--- src/rtl/cic_frame_packer.sv ---
// cic_frame_packer
//
// Purpose:
//   Captures the six 16-bit decimated channel words from the CIC stage on
//   every in_en strobe. Each capture goes out as one fixed 16-byte frame:
//   HDR0, HDR1, seq, ch1 MSB, ch1 LSB, ... ch6 LSB, csum.
//   Bytes leave one at a time over a valid/ready interface. A second sample
//   set can be held in a pending buffer while the current frame drains.
//   If a set arrives while the pending buffer is already full, that set is
//   dropped. A drop sets the sticky overrun flag and increments the
//   saturating drop counter.
//
// Ports:
//   clk                 in   system clock, shared with the CIC stage
//   rst                 in   synchronous active-low reset
//   data_in1..data_in6  in   16-bit channel words, sampled when in_en=1
//   in_en               in   sample strobe, one sample set per high cycle
//   tx_data             out  current frame byte (8'h00 while idle)
//   tx_valid            out  tx_data holds a frame byte
//   tx_ready            in   downstream takes the byte when tx_valid&&tx_ready
//   busy                out  a frame is in flight (same as tx_valid)
//   overrun             out  sticky: at least one sample set was dropped
//   drop_cnt            out  number of dropped sample sets, saturates at 255

module cic_frame_packer #(
    parameter logic [7:0] HDR0 = 8'hA5,
    parameter logic [7:0] HDR1 = 8'h5A
) (
    input  logic        clk,
    input  logic        rst,
    input  logic [15:0] data_in1,
    input  logic [15:0] data_in2,
    input  logic [15:0] data_in3,
    input  logic [15:0] data_in4,
    input  logic [15:0] data_in5,
    input  logic [15:0] data_in6,
    input  logic        in_en,
    output logic [7:0]  tx_data,
    output logic        tx_valid,
    input  logic        tx_ready,
    output logic        busy,
    output logic        overrun,
    output logic [7:0]  drop_cnt
);

    typedef enum logic {
        IDLE = 1'b0,
        SEND = 1'b1
    } state_e;

    state_e      state_q, state_d;
    logic [3:0]  idx_q, idx_d;
    logic [7:0]  seq_q, seq_d;
    logic [15:0] frameBuf_q [6];
    logic [15:0] frameBuf_d [6];
    logic [15:0] pendBuf_q  [6];
    logic [15:0] pendBuf_d  [6];
    logic        pendFull_q, pendFull_d;
    logic        overrun_q, overrun_d;
    logic [7:0]  dropCnt_q, dropCnt_d;

    logic [15:0] inSet [6];
    logic        accept;
    logic        lastAccept;
    logic [7:0]  csum;

    // Gather the input ports into an array so that buffer loads are a
    // single assignment.
    always_comb begin
        inSet[0] = data_in1;
        inSet[1] = data_in2;
        inSet[2] = data_in3;
        inSet[3] = data_in4;
        inSet[4] = data_in5;
        inSet[5] = data_in6;
    end

    assign accept     = (state_q == SEND) && tx_ready;
    assign lastAccept = accept && (idx_q == 4'd15);

    // The checksum covers seq and the twelve data bytes. The frame buffer
    // and seq do not change while a frame is in flight, so the sum can be
    // computed combinationally from them.
    always_comb begin
        csum = seq_q;
        for (int i = 0; i < 6; i++) begin
            csum = csum + frameBuf_q[i][15:8] + frameBuf_q[i][7:0];
        end
    end

    // State register and datapath storage, with synchronous active-low reset.
    // The buffer contents are also cleared on reset so that tx_data never
    // carries stale data.
    always_ff @(posedge clk) begin
        if (!rst) begin
            state_q    <= IDLE;
            idx_q      <= 4'd0;
            seq_q      <= 8'd0;
            pendFull_q <= 1'b0;
            overrun_q  <= 1'b0;
            dropCnt_q  <= 8'd0;
            for (int i = 0; i < 6; i++) begin
                frameBuf_q[i] <= 16'd0;
                pendBuf_q[i]  <= 16'd0;
            end
        end else begin
            state_q    <= state_d;
            idx_q      <= idx_d;
            seq_q      <= seq_d;
            pendFull_q <= pendFull_d;
            overrun_q  <= overrun_d;
            dropCnt_q  <= dropCnt_d;
            for (int i = 0; i < 6; i++) begin
                frameBuf_q[i] <= frameBuf_d[i];
                pendBuf_q[i]  <= pendBuf_d[i];
            end
        end
    end

    // Next-state logic.
    // When the last byte of a frame is accepted, a pending set has priority
    // over the set arriving in that same cycle. The arriving set then takes
    // the slot the pending set just freed, so nothing is dropped. A set is
    // dropped only when it arrives while the pending buffer is full and no
    // frame boundary occurs in that cycle.
    always_comb begin
        state_d    = state_q;
        idx_d      = idx_q;
        seq_d      = seq_q;
        pendFull_d = pendFull_q;
        overrun_d  = overrun_q;
        dropCnt_d  = dropCnt_q;
        frameBuf_d = frameBuf_q;
        pendBuf_d  = pendBuf_q;

        case (state_q)
            IDLE: begin
                if (in_en) begin
                    frameBuf_d = inSet;
                    idx_d      = 4'd0;
                    state_d    = SEND;
                end
            end
            SEND: begin
                if (lastAccept) begin
                    seq_d = seq_q + 8'd1;
                    idx_d = 4'd0;
                    if (pendFull_q) begin
                        frameBuf_d = pendBuf_q;
                        if (in_en) begin
                            pendBuf_d  = inSet;
                            pendFull_d = 1'b1;
                        end else begin
                            pendFull_d = 1'b0;
                        end
                    end else if (in_en) begin
                        frameBuf_d = inSet;
                    end else begin
                        state_d = IDLE;
                    end
                end else begin
                    if (accept) begin
                        idx_d = idx_q + 4'd1;
                    end
                    if (in_en) begin
                        if (!pendFull_q) begin
                            pendBuf_d  = inSet;
                            pendFull_d = 1'b1;
                        end else begin
                            overrun_d = 1'b1;
                            if (dropCnt_q != 8'hFF) begin
                                dropCnt_d = dropCnt_q + 8'd1;
                            end
                        end
                    end
                end
            end
            default: begin
                state_d = IDLE;
            end
        endcase
    end

    // Output byte mux. Byte 3+2k is the MSB of channel k+1 and byte 4+2k
    // is its LSB. tx_data is forced to zero when no frame is in flight.
    always_comb begin
        tx_data = 8'h00;
        if (state_q == SEND) begin
            case (idx_q)
                4'd0:    tx_data = HDR0;
                4'd1:    tx_data = HDR1;
                4'd2:    tx_data = seq_q;
                4'd3:    tx_data = frameBuf_q[0][15:8];
                4'd4:    tx_data = frameBuf_q[0][7:0];
                4'd5:    tx_data = frameBuf_q[1][15:8];
                4'd6:    tx_data = frameBuf_q[1][7:0];
                4'd7:    tx_data = frameBuf_q[2][15:8];
                4'd8:    tx_data = frameBuf_q[2][7:0];
                4'd9:    tx_data = frameBuf_q[3][15:8];
                4'd10:   tx_data = frameBuf_q[3][7:0];
                4'd11:   tx_data = frameBuf_q[4][15:8];
                4'd12:   tx_data = frameBuf_q[4][7:0];
                4'd13:   tx_data = frameBuf_q[5][15:8];
                4'd14:   tx_data = frameBuf_q[5][7:0];
                default: tx_data = csum;
            endcase
        end
    end

    assign tx_valid = (state_q == SEND);
    assign busy     = tx_valid;
    assign overrun  = overrun_q;
    assign drop_cnt = dropCnt_q;

endmodule

--- config.mk ---
export PLATFORM = sky130hd
export DESIGN_NAME = cic_frame_packer
export DESIGN_NICKNAME = d
export VERILOG_FILES = /design/src/rtl/cic_frame_packer.sv
export SDC_FILE = /design/constraint.sdc
export NUM_CORES = 1
export LEC_CHECK = 0
export ABC_AREA = 1
export CAP_MARGIN = 5
export CORE_ASPECT_RATIO = 0.5
export CORE_MARGIN = 2
export CORE_UTILIZATION = 58
export CTS_CLUSTER_DIAMETER = 200
export DETAILED_ROUTE_END_ITERATION = 12
export PLACE_DENSITY = 0.87
export SYNTH_ARGS = -nofsm -noshare
export SYNTH_HDL_FRONTEND = slang
export SYNTH_SLANG_ARGS = --single-unit
--- constraint.sdc ---
create_clock -name clk -period 6.47 [get_ports clk]
set_input_delay 1.294 -clock clk [delete_from_list [all_inputs] [get_ports clk]]
set_output_delay 1.294 -clock clk [all_outputs]
set_load 0.005 [all_outputs]
---- Word-level counts from Yosys, hierarchy flattened ----
Index checks and enable logic that the tools add are counted.
word-level totals
  flip-flop bits (word level) ............. 215
  output and inout bits ................... 19
cells by class
  add/subtract/negate cells ............... 15
  eq/ne operators ......................... 22
  mux-type cells .......................... 22
  bitwise logic cells ..................... 2
  reduce and logical (&&, ||, !) cells .... 10
operators with widths
  cell                                                                    number
  96-bit 2-to-1 mux                                                       8
  96-bit case mux with 2 select lines                                     1
  8-bit case mux with 15 select lines                                     1
  8-bit adder                                                             12
  4-bit equality test (second input constant)                             8
  8-bit by 1-bit adder with 8-bit output (second input constant)          2
  4-bit by 3-bit equality test with 1-bit output (second input constant)  4
  4-bit 2-to-1 mux                                                        3
  5-bit AND reduction                                                     2
  4-bit by 2-bit equality test with 1-bit output (second input constant)  2
  8-bit 2-to-1 mux                                                        1
  8-bit != test (second input constant)                                   1
  4-bit case mux with 2 select lines                                      1
  1-bit 2-to-1 mux                                                        6
  2-bit != test (second input constant)                                   3
  2-bit AND reduction                                                     3
  4-bit by 1-bit adder with 4-bit output (second input constant)          1
  4-bit by 1-bit equality test with 1-bit output (second input constant)  1
  4-bit logical NOT                                                       1
  2-bit by 1-bit != test with 1-bit output (second input constant)        2
  4-bit AND reduction                                                     1
  3-bit by 1-bit != test with 1-bit output (second input constant)        1
  1-bit logical AND                                                       2
  1-bit NOT                                                               2
  other kinds (2)                                                         2

---- Depth between registers and ports, before layout ----
Gate-level depths: netlist of the first run.
  depth in word-level cells ............... 14
  gate-level depth with buffers ........... 23
  gate-level depth less buffers ........... 23

---- Least setup slack after synthesis of the first run ----
No wires, ideal clock.
  path type ............................... register to output
  from .................................... reg frameBuf_q[42] (netlist bit)
  to ...................................... out tx_data[6]
  arrival time ............................ 4213 ps
  data required time ...................... 5176 ps
  slack ................................... 963 ps
  cell stages (with the launch flop) ...... 18
  path buffers ............................ 0
  path through ............................ dfxtp_1 -> fa_1 -> inv_1 -> fa_1 -> inv_1 -> fa_1 -> fa_1 -> inv_1 -> fa_1 -> inv_1 -> ha_1 -> fa_1 -> nand2_1 -> nand2_1 -> a21oi_1 -> xnor2_1 -> o21ai_0 -> a31oi_1
on the way
  longest elaborated chain between the ends .. 8
RTL lines
  what                                 RTL line  RTL
  start, declared                      54        logic [15:0] frameBuf_q [6];
  start signal, assigned by index      114       frameBuf_q[i] <= frameBuf_d[i];
  8-bit adder (6 in a row)             87        csum = csum + frameBuf_q[i][15:8] + frameBuf_q[i][7:0];
  8-bit case mux with 15 select lines  189       case (idx_q)
  8-bit 2-to-1 mux                     188       if (state_q == SEND) begin
  end, declared                        38        output logic [7:0] tx_data,
Every way passes these cells.

---- Worst setup path in the final report of the first run ----
  from .................................... reg frameBuf_q[62] (netlist bit)
  to ...................................... out tx_data[7]
on the way
  longest elaborated chain between the ends .. 10
RTL lines
  what                                 RTL line
  8-bit adder (8 in a row)             87
  8-bit case mux with 15 select lines  189
  8-bit 2-to-1 mux                     188
Every way passes these cells.

==> metrics, run 1 <==
status=complete, no violations; flops & latches, synth=215; kind of critical path=reg2out; VDD IR max=0.3048 mV; clock latency on the worst-skew pair=0.51 ns; first-pass GRT wire length=63270 um; CTS clock-pin slew for the worst setup and hold paths=0.07 ns; DRC=0; count of final max-slew check failures=0; die width=208.9 um; die height=106.5 um; Netlist cell types=44; WP data required=5.18 ns; routed vias/inst=6.086; Final nets=1838; CP endpoint kind=output pin; IO Port Bufs=118; vias in the first global route=11032; fmax=157.5 MHz; total global routing overflow=0; fin crit share=0.9816; Worst Skew=0.008211 ns; initial antenna violation count=0; Initial DRC Count=1553; register area=4314 um^2; ANT nets after route=0; arrival time at the worst endpoint=5.06 ns; WL final=40750 um; Mapped Nets=1785; max cap viols=0; drt wl/cell=21.03 um; Worst Tran Pin Value=1.153 ns; Routability Congestion=0.9805; final-layout fill cell count=1691; final worst path period need=6.351 ns; # diodes=0; Leakage=0.005556 uW; die area=22250 um^2; gr usage total=0.3702; Min Hold Slack=0.4659 ns; Fin. Hold Viols=0; via count=11795; buffer depth of the longest clock path=3; yosys warns=0; Layout area overhead=15.54%; Critical Path Fanout Max=3; fraction of layout cells with a size suffix above 1=0.05946; power per cell area=344.5 nW/um^2; unrepaired setup endpoints after global routing=true; first-pass detailed-route iteration total=9; Mapped Cells=1599; H-Tree Depth=1; CTS tree=done; Final Power=4848 uW; I/O pin cnt=119; hold_buf cts=0; synthesized area=12180 um^2; CTS buffer count=20; r2r setup slk=2.93 ns; starting density of the core=0.5926; footprint of the multi-input gates=6674 um^2; largest net degree at the start of global routing=100; DPL Wire Length=28750 um; final setup violation count=0; Hold Path Class=reg2reg; startpoint types=register; core box area=20550 um^2; Avg Cell Area, Syn=7.618 um^2; Core Rows=37; Max-Slew Margin vs Limit=0.2316; CTS Root Cell=clkbuf_16; CTS sink count=215; sequential area share after synthesis=0.3534
sequential cells by signal (all words and copies together), names as in the netlist:
register / count
pendFull_q: 1
pendBuf_q: 96
overrun: 1
frameBuf_q: 96
seq_q: 8
busy: 1
idx_q: 4
drop_cnt: 8
report_power, final:
group          leakage, uW  switching (uW)  internal (uW)
sequential         0.00177            87.0           1420
clock             0.000325             529            691
combinational      0.00346            1240            877
area by class of cell:
type / count / area share
clock buffers: 30 / 0.04330
clock inverters: 5 / 0.003734
inverters: 192 / 0.05156
multi-input cells: 1083 / 0.4742
flip-flops and latches: 215 / 0.3065
well taps: 273 / 0.02427
repair buffers: 140 / 0.09637
worst max-delay path, stage by stage (launching register included):
cell	delay [ns]
dfxtp_2	0.34
fa_1	0.55
inv_1	0.07
fa_2	0.64
fa_1	0.47
fa_1	0.55
fa_1	0.52
nand2_1	0.10
nand2_1	0.09
nand2_1	0.09
inv_1	0.04
nor2_1	0.08
nand2_1	0.11
nand2_1	0.08
nand2_1	0.16
nand2_1	0.13
nand2_1	0.06
nand3_1	0.06
nand3_1	0.07
nand2_1	0.06
inv_1	0.03
dlygate4sd2_1	0.25
layout by cell type (no fill, tap or decap), drive strengths merged, types with 2 or more instances in the layout:
master         synthesis  final
o211ai                 2      2
nand3                 25     25
clkdlybuf4s50          0    112
a21oi                119    119
buf                   50     23
nor4                   2      2
nand4                  8      8
nand2                228    228
inv                  191    191
fa                    69     69
a311oi                96     96
clkbuf                59     32
a221oi                 2      2
dfxtp                215    215
o22ai                 14     14
xnor2                  7      7
ha                    17     17
a31oi                  7      7
a22o                   2      2
nor3b                  3      3
clkinv                 1      4
nor2                 223    223
nor3                  15     15
dlygate4sd2            0      2
a41oi                  4      4
xor2                   7      7
o21ai                226    226
a22oi                  2      2
per-layer routing:
| metal | GRT usage | routed length [um] | vias to the layer above |
|---|---|---|---|
| met1 | 0.5542 | 18510 | 5676 |
| met4 | 0.06224 | 675 | 0 |
| met2 | 0.5376 | 16820 | 612 |
| li1 | - | - | 5454 |
| met3 | 0.1016 | 4743 | 53 |
| met5 | 0 | 0 | - |
kinds of logic (layout without fill, tap and decap cells):
group | Yosys count | count (layout) | share of synthesized area
DFF | 215 | 215 | 0.3534
buffers and inverters | 301 | 367 | 0.1039
and+or+nand+nor | 506 | 506 | 0.1682
AOI/OAI and AO/OA | 477 | 477 | 0.2337
adders and majority gates | 86 | 86 | 0.1309
xor gates and xnor gates | 14 | 14 | 0.01007
cells in the mapped netlist:
cell,n,area share
o21ai_4,1,0.0013
clkbuf_1,59,0.018
nor3_2,1,0.00082
a22o_1,2,0.0014
a22oi_1,2,0.0012
nor3_1,14,0.0058
nand3b_1,1,0.00062
clkinv_1,1,0.00031
a31oi_1,7,0.0036
buf_2,22,0.0090
fa_1,69,0.11
a21oi_1,118,0.048
dfxtp_1,215,0.35
o22ai_1,14,0.0072
xnor2_1,7,0.0050
buf_4,12,0.0074
buf_1,8,0.0025
o21ai_1,36,0.015
nor2_2,2,0.0010
nor3b_1,3,0.0018
o21ai_0,189,0.078
nor4_1,2,0.0010
a41oi_1,4,0.0029
ha_1,17,0.017
a21oi_4,1,0.0013
nand2_1,225,0.069
nor2_8,1,0.0016
nand2_2,3,0.0015
nand3_1,25,0.010
nor2_1,217,0.067
inv_4,1,0.00051
inv_2,8,0.0025
o2bb2ai_1,1,0.00072
and3_1,1,0.00051
nor2_4,3,0.0028
o221ai_1,1,0.00072
xor2_1,7,0.0050
a221oi_1,2,0.0014
o211ai_1,2,0.0012
a211oi_1,1,0.00062
nand4_1,8,0.0041
buf_6,8,0.0074
inv_1,182,0.056
a311oi_1,96,0.069
path summary, 6_finish.rpt:
path                                from                       end  cells after the start
max          frameBuf_q[62]$_SDFFE_PN0P_                tx_data[7]                     21
min                 overrun$_SDFFE_PN0P_      overrun$_SDFFE_PN0P_                      2
max reg2reg              busy$_SDFF_PN0_  drop_cnt[7]$_SDFFE_PN0P_                     10
min reg2reg         overrun$_SDFFE_PN0P_      overrun$_SDFFE_PN0P_                      2
through the flow:
stage / setup TNS (ns) / cells / setup slack, ns / utilization / instance area (um^2)
finish: 0 / 1938 / 0.1188 / 0.6847 / 14070
global route: -0.1575 / 1938 / -0.09608 / 0.6847 / 14070
CTS: 0 / 1938 / 0.003987 / 0.6847 / 14070
detailed placement: 0 / 1902 / 0.1840 / 0.6492 / 13340
global placement: 0 / 1902 / 0.2171 / 0.6492 / 13340
floorplan: 0 / 1599 / 0.9628 / - / 12180
timing repair:
action | in CTS | in global routing
endpoints found under the setup margin | 5 | 4
setup buffers | 1 | 0
pin swaps | 8 | 1
gates resized for setup | 22 | 8
Note: power is estimated with default switching activity, not from simulation.
==> run 2, diff against run 1 <==
Settings changed: GPL_TIMING_DRIVEN from default to 0.
==> run 2 against run 1 <==
Compared with the run above:
- hold slack better by 0.0037 ns
- utilization is 2.1 points higher
- worst setup slack lost 0.066 ns
- count of clock-buffer cells in the layout up 1
- critical endpoint is now tx_data[6]
- sequential share of layout area is 0.83 points lower
- sequential power barely moved
- flip-flop and latch count unchanged
- routed wire length shrank 4.6%
- register-to-register slack better by 0.81 ns
- final cell count grew 4.6%
==> metrics, run 2 (same netlist as run 1, synthesis figures left out) <==
status=complete, no violations; fin crit share=0.9918 (+0.01013); CTS Root Cell=clkbuf_16; Routability Congestion=1.032 (+5.2%); register area=4328 um^2 (+0.32%); Worst Skew=0.008704 ns (+0.0004933 ns); first-pass detailed-route iteration total=6 (-3); startpoint types=register; starting density of the core=0.5926 (unchanged); Final Power=4923 uW (+1.5%); total global routing overflow=0 (unchanged); DPL Wire Length=29770 um (+3.5%); Final nets=1926 (+4.8%); final-layout fill cell count=1695 (+0.24%); I/O pin cnt=119 (unchanged); Critical Path Fanout Max=3 (unchanged); CTS clock-pin slew for the worst setup and hold paths=0.07 ns (about the same); VDD IR max=0.2514 mV (-18%); CTS buffer count=20 (unchanged); CTS sink count=215 (unchanged); hold_buf cts=0 (unchanged); IO Port Bufs=118 (unchanged); power per cell area=339.3 nW/um^2 (-1.5%); WL final=38870 um (-4.6%); WP data required=5.18 ns (about the same); Initial DRC Count=1456 (-6.2%); Leakage=0.005717 uW (+2.9%); Largest regs=frameBuf_q: 96 flops, pendBuf_q: 96 flops; design area=14510 um^2 (+3.1%); Placed Instance Area=13700 um^2 (+2.7%); clock latency on the worst-skew pair=0.51 ns (about the same); Max-Slew Margin vs Limit=0.3719 (+0.1403); final setup violation count=0 (unchanged); Worst Tran Pin Value=0.9421 ns (-0.2104 ns); final worst path period need=6.417 ns (+0.06551 ns); CP endpoint kind=output pin; routed vias/inst=5.984 (-1.7%); # diodes=0 (unchanged); DRC=0 (unchanged); Core Rows=37 (unchanged); core box area=20550 um^2 (unchanged); Crit Reg-Reg Startpoint=idx_q[0]$_SDFFE_PN0P_; H-Tree Depth=1 (unchanged); Fin. Hold Viols=0 (unchanged); Crit. Startpoint=frameBuf_q[18]$_SDFFE_PN0P_; fraction of layout cells with a size suffix above 1=0.08495 (+0.02549); count of final max-slew check failures=0 (unchanged); die area=22250 um^2 (unchanged); max cap viols=0 (unchanged); via count=12129 (+2.8%); largest net degree at the start of global routing=16 (-84%); fmax=155.8 MHz (-1.0%); unrepaired setup endpoints after global routing=true; die width=208.9 um (unchanged); buffer depth of the longest clock path=3 (unchanged); first-pass GRT wire length=60680 um (-4.1%); Hold Crit Start=overrun$_SDFFE_PN0P_; Hold Path Class=reg2reg; kind of critical path=reg2out; commonest non-fill, non-tap cell in the layout=nand2_1; initial antenna violation count=0 (unchanged); die height=106.5 um (unchanged); CTS tree=done; most frequent cells in the layout=nand2_1, nor2_1, dfxtp_1; drt wl/cell=19.18 um (-8.8%); footprint of the multi-input gates=6713 um^2 (+0.58%); vias in the first global route=11112 (+0.73%); arrival time at the worst endpoint=5.12 ns (+0.06 ns); ANT nets after route=0 (unchanged); Layout area overhead=19.13%; gr usage total=0.3518 (-0.01840)
## run 2: what timing repair did
item / CTS / global route
setup buffers: 1 / 0
pin swaps: 8 / 17
setup endpoints to repair: 5 / 3
gates resized for setup: 32 / 34
endpoints found under the hold margin: 0 / 0
## run 2: per-layer routing
metal  vias up  GRT usage  wire (um)
met5         -          0          0
met4         0    0.08673        870
met3        61     0.1202       5261
met2       671     0.4933      15590
met1      5776     0.5145      17140
li1       5621          -          -
## run 2: final timing paths
path / end / slack (ns) / depth (start not counted)
min reg2reg: overrun$_SDFFE_PN0P_ / 0.47 / 2
max: tx_data[6] / 0.05 / 18
max reg2reg: pendBuf_q[90]$_SDFFE_PN0P_ / 3.74 / 12
min: overrun$_SDFFE_PN0P_ / 0.47 / 2
## run 2: worst max-delay path, cell delays in order, from the launching register on
cell and delay, ns:
dfxtp_2 0.34, inv_2 0.06, fa_1 0.54, inv_1 0.06, fa_1 0.58, fa_1 0.45
fa_1 0.52, inv_2 0.05, fa_1 0.55, inv_2 0.06, ha_4 0.17, fa_2 0.35
nand2_1 0.08, nand2_1 0.07, a21oi_2 0.15, xnor2_1 0.14, o21ai_1 0.08, a31oi_1 0.21
buf_2 0.15
## run 2: stage by stage
| stage | util | instances | setup WS, ns | hold WS [ns] | setup TNS, ns |
|---|---|---|---|---|---|
| after floorplan | - | 1599 | 0.9628 | 0.4398 | 0 |
| after global placement | 0.6667 | 1990 | -0.007179 | 0.4391 | -0.007179 |
| after detailed placement | 0.6667 | 1990 | 0.01003 | 0.4518 | 0 |
| after CTS | 0.7039 | 2027 | -0.1089 | 0.4618 | -0.1089 |
| after global routing | 0.7059 | 2027 | -0.1692 | 0.4881 | -0.1971 |
| final | 0.7059 | 2027 | 0.05326 | 0.4696 | 0 |
## run 2: power breakdown
group	internal, uW	total [uW]	switching (uW)
logic	919	2170	1250
clock network	707	1240	530
registers	1430	1520	91.8
total	3050	4920	1870
## run 2: final cells by class
cell class / count / share of cell area
Buffer: 109 / 0.03734
Clock buffer: 31 / 0.04294
Clock inverter: 5 / 0.004053
Inverter: 192 / 0.05001
Multi-Input combinational cell: 1083 / 0.4626
Sequential cell: 215 / 0.2983
Tap cell: 273 / 0.02354
Timing Repair Buffer: 119 / 0.08123
==> run 3, diff against run 2 <==
Settings changed: ABC_AREA 1 to 0.
==> run 3 against run 2 <==
Compared with the run above:
- global-route usage decreased by 0.18 points
- non-clock buffer count increased by 14
- synthesized cell count decreased by 8.9%
- critical endpoint unchanged
- largest cell class unchanged
- highest routed layer is now met5
==> metrics, run 3 <==
Core Rows=37 (unchanged); CTS buffer count=20 (unchanged); I/O pin cnt=119 (unchanged); status=complete, no violations; die area=22760 um^2 (+2.3%); synthesized area=12470 um^2 (+2.4%); Fin. Hold Viols=0 (unchanged); H-Tree Depth=1 (unchanged); Main synth FF type=dfxtp_1; IO Port Bufs=117 (-0.85%); crit-path cells=inv_2 > fa_1 > inv_2 > fa_1 > fa_1 > fa_1 > inv_1 > fa_1 > inv_2 > ha_4 > fa_2 > a21oi_2 > nor2_1 > nor2_1 > xnor2_1 > o21ai_1 > a31oi_1 > buf_2; fin crit share=0.9834 (-0.008340); cell with the most instances after synthesis=inv_1; area leader, netlist=dfxtp_1; flops & latches, synth=215 (unchanged); CP dominant cell by count=fa_1; Top Family by Delay on Critical Path=adder cells; post-synth top area share=0.3451 (-0.008225); Final nets=1785 (-7.3%); DRC=0 (unchanged); Initial DRC Count=1281 (-12%); DPL Wire Length=30150 um (+1.3%); Mapped Cells=1457 (-8.9%); total global routing overflow=0 (unchanged); Worst Tran Pin Value=1.072 ns (+0.1298 ns); Max-Slew Margin vs Limit=0.2853 (-0.08655); Placed Instance Area=13980 um^2 (+2.0%); fraction of layout cells with a size suffix above 1=0.1389 (+0.05392); first-pass GRT wire length=60650 um (about the same); max cap viols=0 (unchanged); startpoint types=register; ANT nets after route=0 (unchanged); Avg Cell Area, Syn=8.559 um^2 (+12%); CTS sink count=215 (unchanged); Post-synth EDFFs=0 (unchanged); crit path buf inv count=5 (unchanged); Worst Skew=0.007270 ns (-0.001434 ns); die height=107.7 um (+1.1%); yosys warns=0 (unchanged); CP endpoint kind=output pin; design area=14720 um^2 (+1.5%); top cells by count, synth=inv_1, nand2_1, dfxtp_1; Final Util=0.7068 (+0.0008580); Mapped Nets=1643 (-8.0%); Slowest-stage cell, CP=fa_1; first-pass detailed-route iteration total=5 (-1); gr usage total=0.3501 (-0.001781); hold_buf cts=0 (unchanged); commonest non-fill, non-tap cell in the layout=nand2_1; fmax=157.2 MHz (+0.85%); buffer depth of the longest clock path=3 (unchanged); vias in the first global route=10869 (-2.2%); starting density of the core=0.5986 (+0.006033); drt wl/cell=20.88 um (+8.9%); Largest regs=frameBuf_q: 96 flops, pendBuf_q: 96 flops; CTS Root Cell=clkbuf_16; CP peak stage delay=0.57 ns (about the same); core box area=20830 um^2 (+1.4%); final worst path period need=6.363 ns (-0.05396 ns); most frequent cells in the layout=nand2_1, inv_1, dfxtp_1; largest net degree at the start of global routing=16 (unchanged); CTS tree=done; Layout area overhead=18.07%; count of final max-slew check failures=0 (unchanged); # diodes=0 (unchanged); Routability Congestion=1.016 (-1.5%); Critical Path Fanout Max=3 (unchanged); WL final=39380 um (+1.3%); clock latency on the worst-skew pair=0.50 ns (about the same); VDD IR max=0.3082 mV (+23%); via count=11348 (-6.4%); CTS clock-pin slew for the worst setup and hold paths=0.07 ns (about the same); routed vias/inst=6.017 (+0.56%); power per cell area=311.2 nW/um^2 (-8.3%); unrepaired setup endpoints after global routing=true; Hold Path Class=reg2reg; Leakage=0.006197 uW (+8.4%); die width=211.4 um (+1.2%); arrival time at the worst endpoint=5.07 ns (-0.05 ns); WP data required=5.18 ns (about the same); initial antenna violation count=1 (+1); Netlist cell types=52 (+18%); share of flip-flops with an asynchronous set or reset=0 (unchanged); final setup violation count=0 (unchanged); sequential area share after synthesis=0.3451 (-0.008225); Area contributors post-synth=dfxtp_1, fa_1, o221a_2; kind of critical path=reg2out; final-layout fill cell count=1643 (-3.1%)
-- run 3: cell types whose count changed in the layout (fill, tap and decap cells not counted), sizes merged, moves of 15 or more --
cell / delta
a31oi: +95
o21ai: -211
o221a: +96
inv: +26
a21oi: -94
nor2: -116
xnor2: +25
a21boi: +104
a311oi: -94
a22oi: +15
-- run 3: final cells by class --
class,count,area [um^2],share of cell area
Inverter,218,818.3,0.05557
Multi-Input combinational cell,902,6798,0.4617
Tap cell,273,341.6,0.02320
Buffer,122,573.1,0.03892
Clock inverter,6,63.81,0.004334
Sequential cell,215,4340,0.2948
Clock buffer,30,609.3,0.04138
Timing Repair Buffer,120,1180,0.08013
-- run 3: metrics by stage --
step / total power, uW / TNS (ns) / hold slack (ns) / instances / setup slack, ns
finish: 4583 / 0 / 0.4528 / 1886 / 0.1072
global route: 4898 / -0.1597 / 0.4786 / 1886 / -0.1597
CTS: 4493 / -0.1217 / 0.4556 / 1883 / -0.1217
detailed placement: 3265 / -0.01640 / 0.4470 / 1847 / -0.01640
global placement: 3203 / -0.03125 / 0.4403 / 1847 / -0.03125
floorplan: 2758 / 0 / 0.4354 / 1457 / 0.9463
-- run 3: worst paths after layout --
check / from / end / slack [ns] / cells past startpoint
min: pendBuf_q[57]$_SDFFE_PN0P_ / pendBuf_q[57]$_SDFFE_PN0P_ / 0.45 / 2
max reg2reg: idx_q[0]$_SDFFE_PN0P_ / pendBuf_q[87]$_SDFFE_PN0P_ / 3.99 / 10
max: frameBuf_q[10]$_SDFFE_PN0P_ / tx_data[6] / 0.11 / 18
min reg2reg: pendBuf_q[57]$_SDFFE_PN0P_ / pendBuf_q[57]$_SDFFE_PN0P_ / 0.45 / 2
-- run 3: metal layers --
| layer | global-route usage | vias up | part of all wire |
|---|---|---|---|
| met5 | 0 | - | 0.00018 |
| met4 | 0.07797 | 2 | 0.021 |
| met3 | 0.1027 | 67 | 0.12 |
| met2 | 0.5258 | 563 | 0.42 |
| met1 | 0.4979 | 5504 | 0.44 |
| li1 | - | 5212 | - |
-- run 3: repair_timing --
| action | 4_1_cts | 5_1_grt |
|---|---|---|
| resized for setup | 23 | 27 |
| buffers inserted | 0 | 3 |
| endpoints found under the setup margin | 5 | 2 |
| pin swaps | 0 | 12 |
-- run 3: kinds of logic after synthesis --
group	share of synthesized area
fa+ha+maj	0.1278
buf+inv	0.1116
flops	0.3451
compound gates	0.2530
mux	0.01043
xor+xnor	0.02990
simple gates	0.1221
-- run 3: worst reg2reg max path: stages, from the launching register on --
cell,delay (ns)
dfxtp_1,0.46
ha_1,0.20
buf_4,0.23
nand3_2,0.15
nor2_4,0.17
xnor2_1,0.17
nand3_2,0.30
buf_4,0.32
buf_2,0.21
nand2_1,0.09
a21boi_1,0.07
-- run 3: report_power, final --
group	leakage (uW)	internal, uW	switching, uW
logic	0.00410	857	999
registers	0.00177	1410	98.0
clock network	0.000326	695	527
total	0.00620	2960	1620
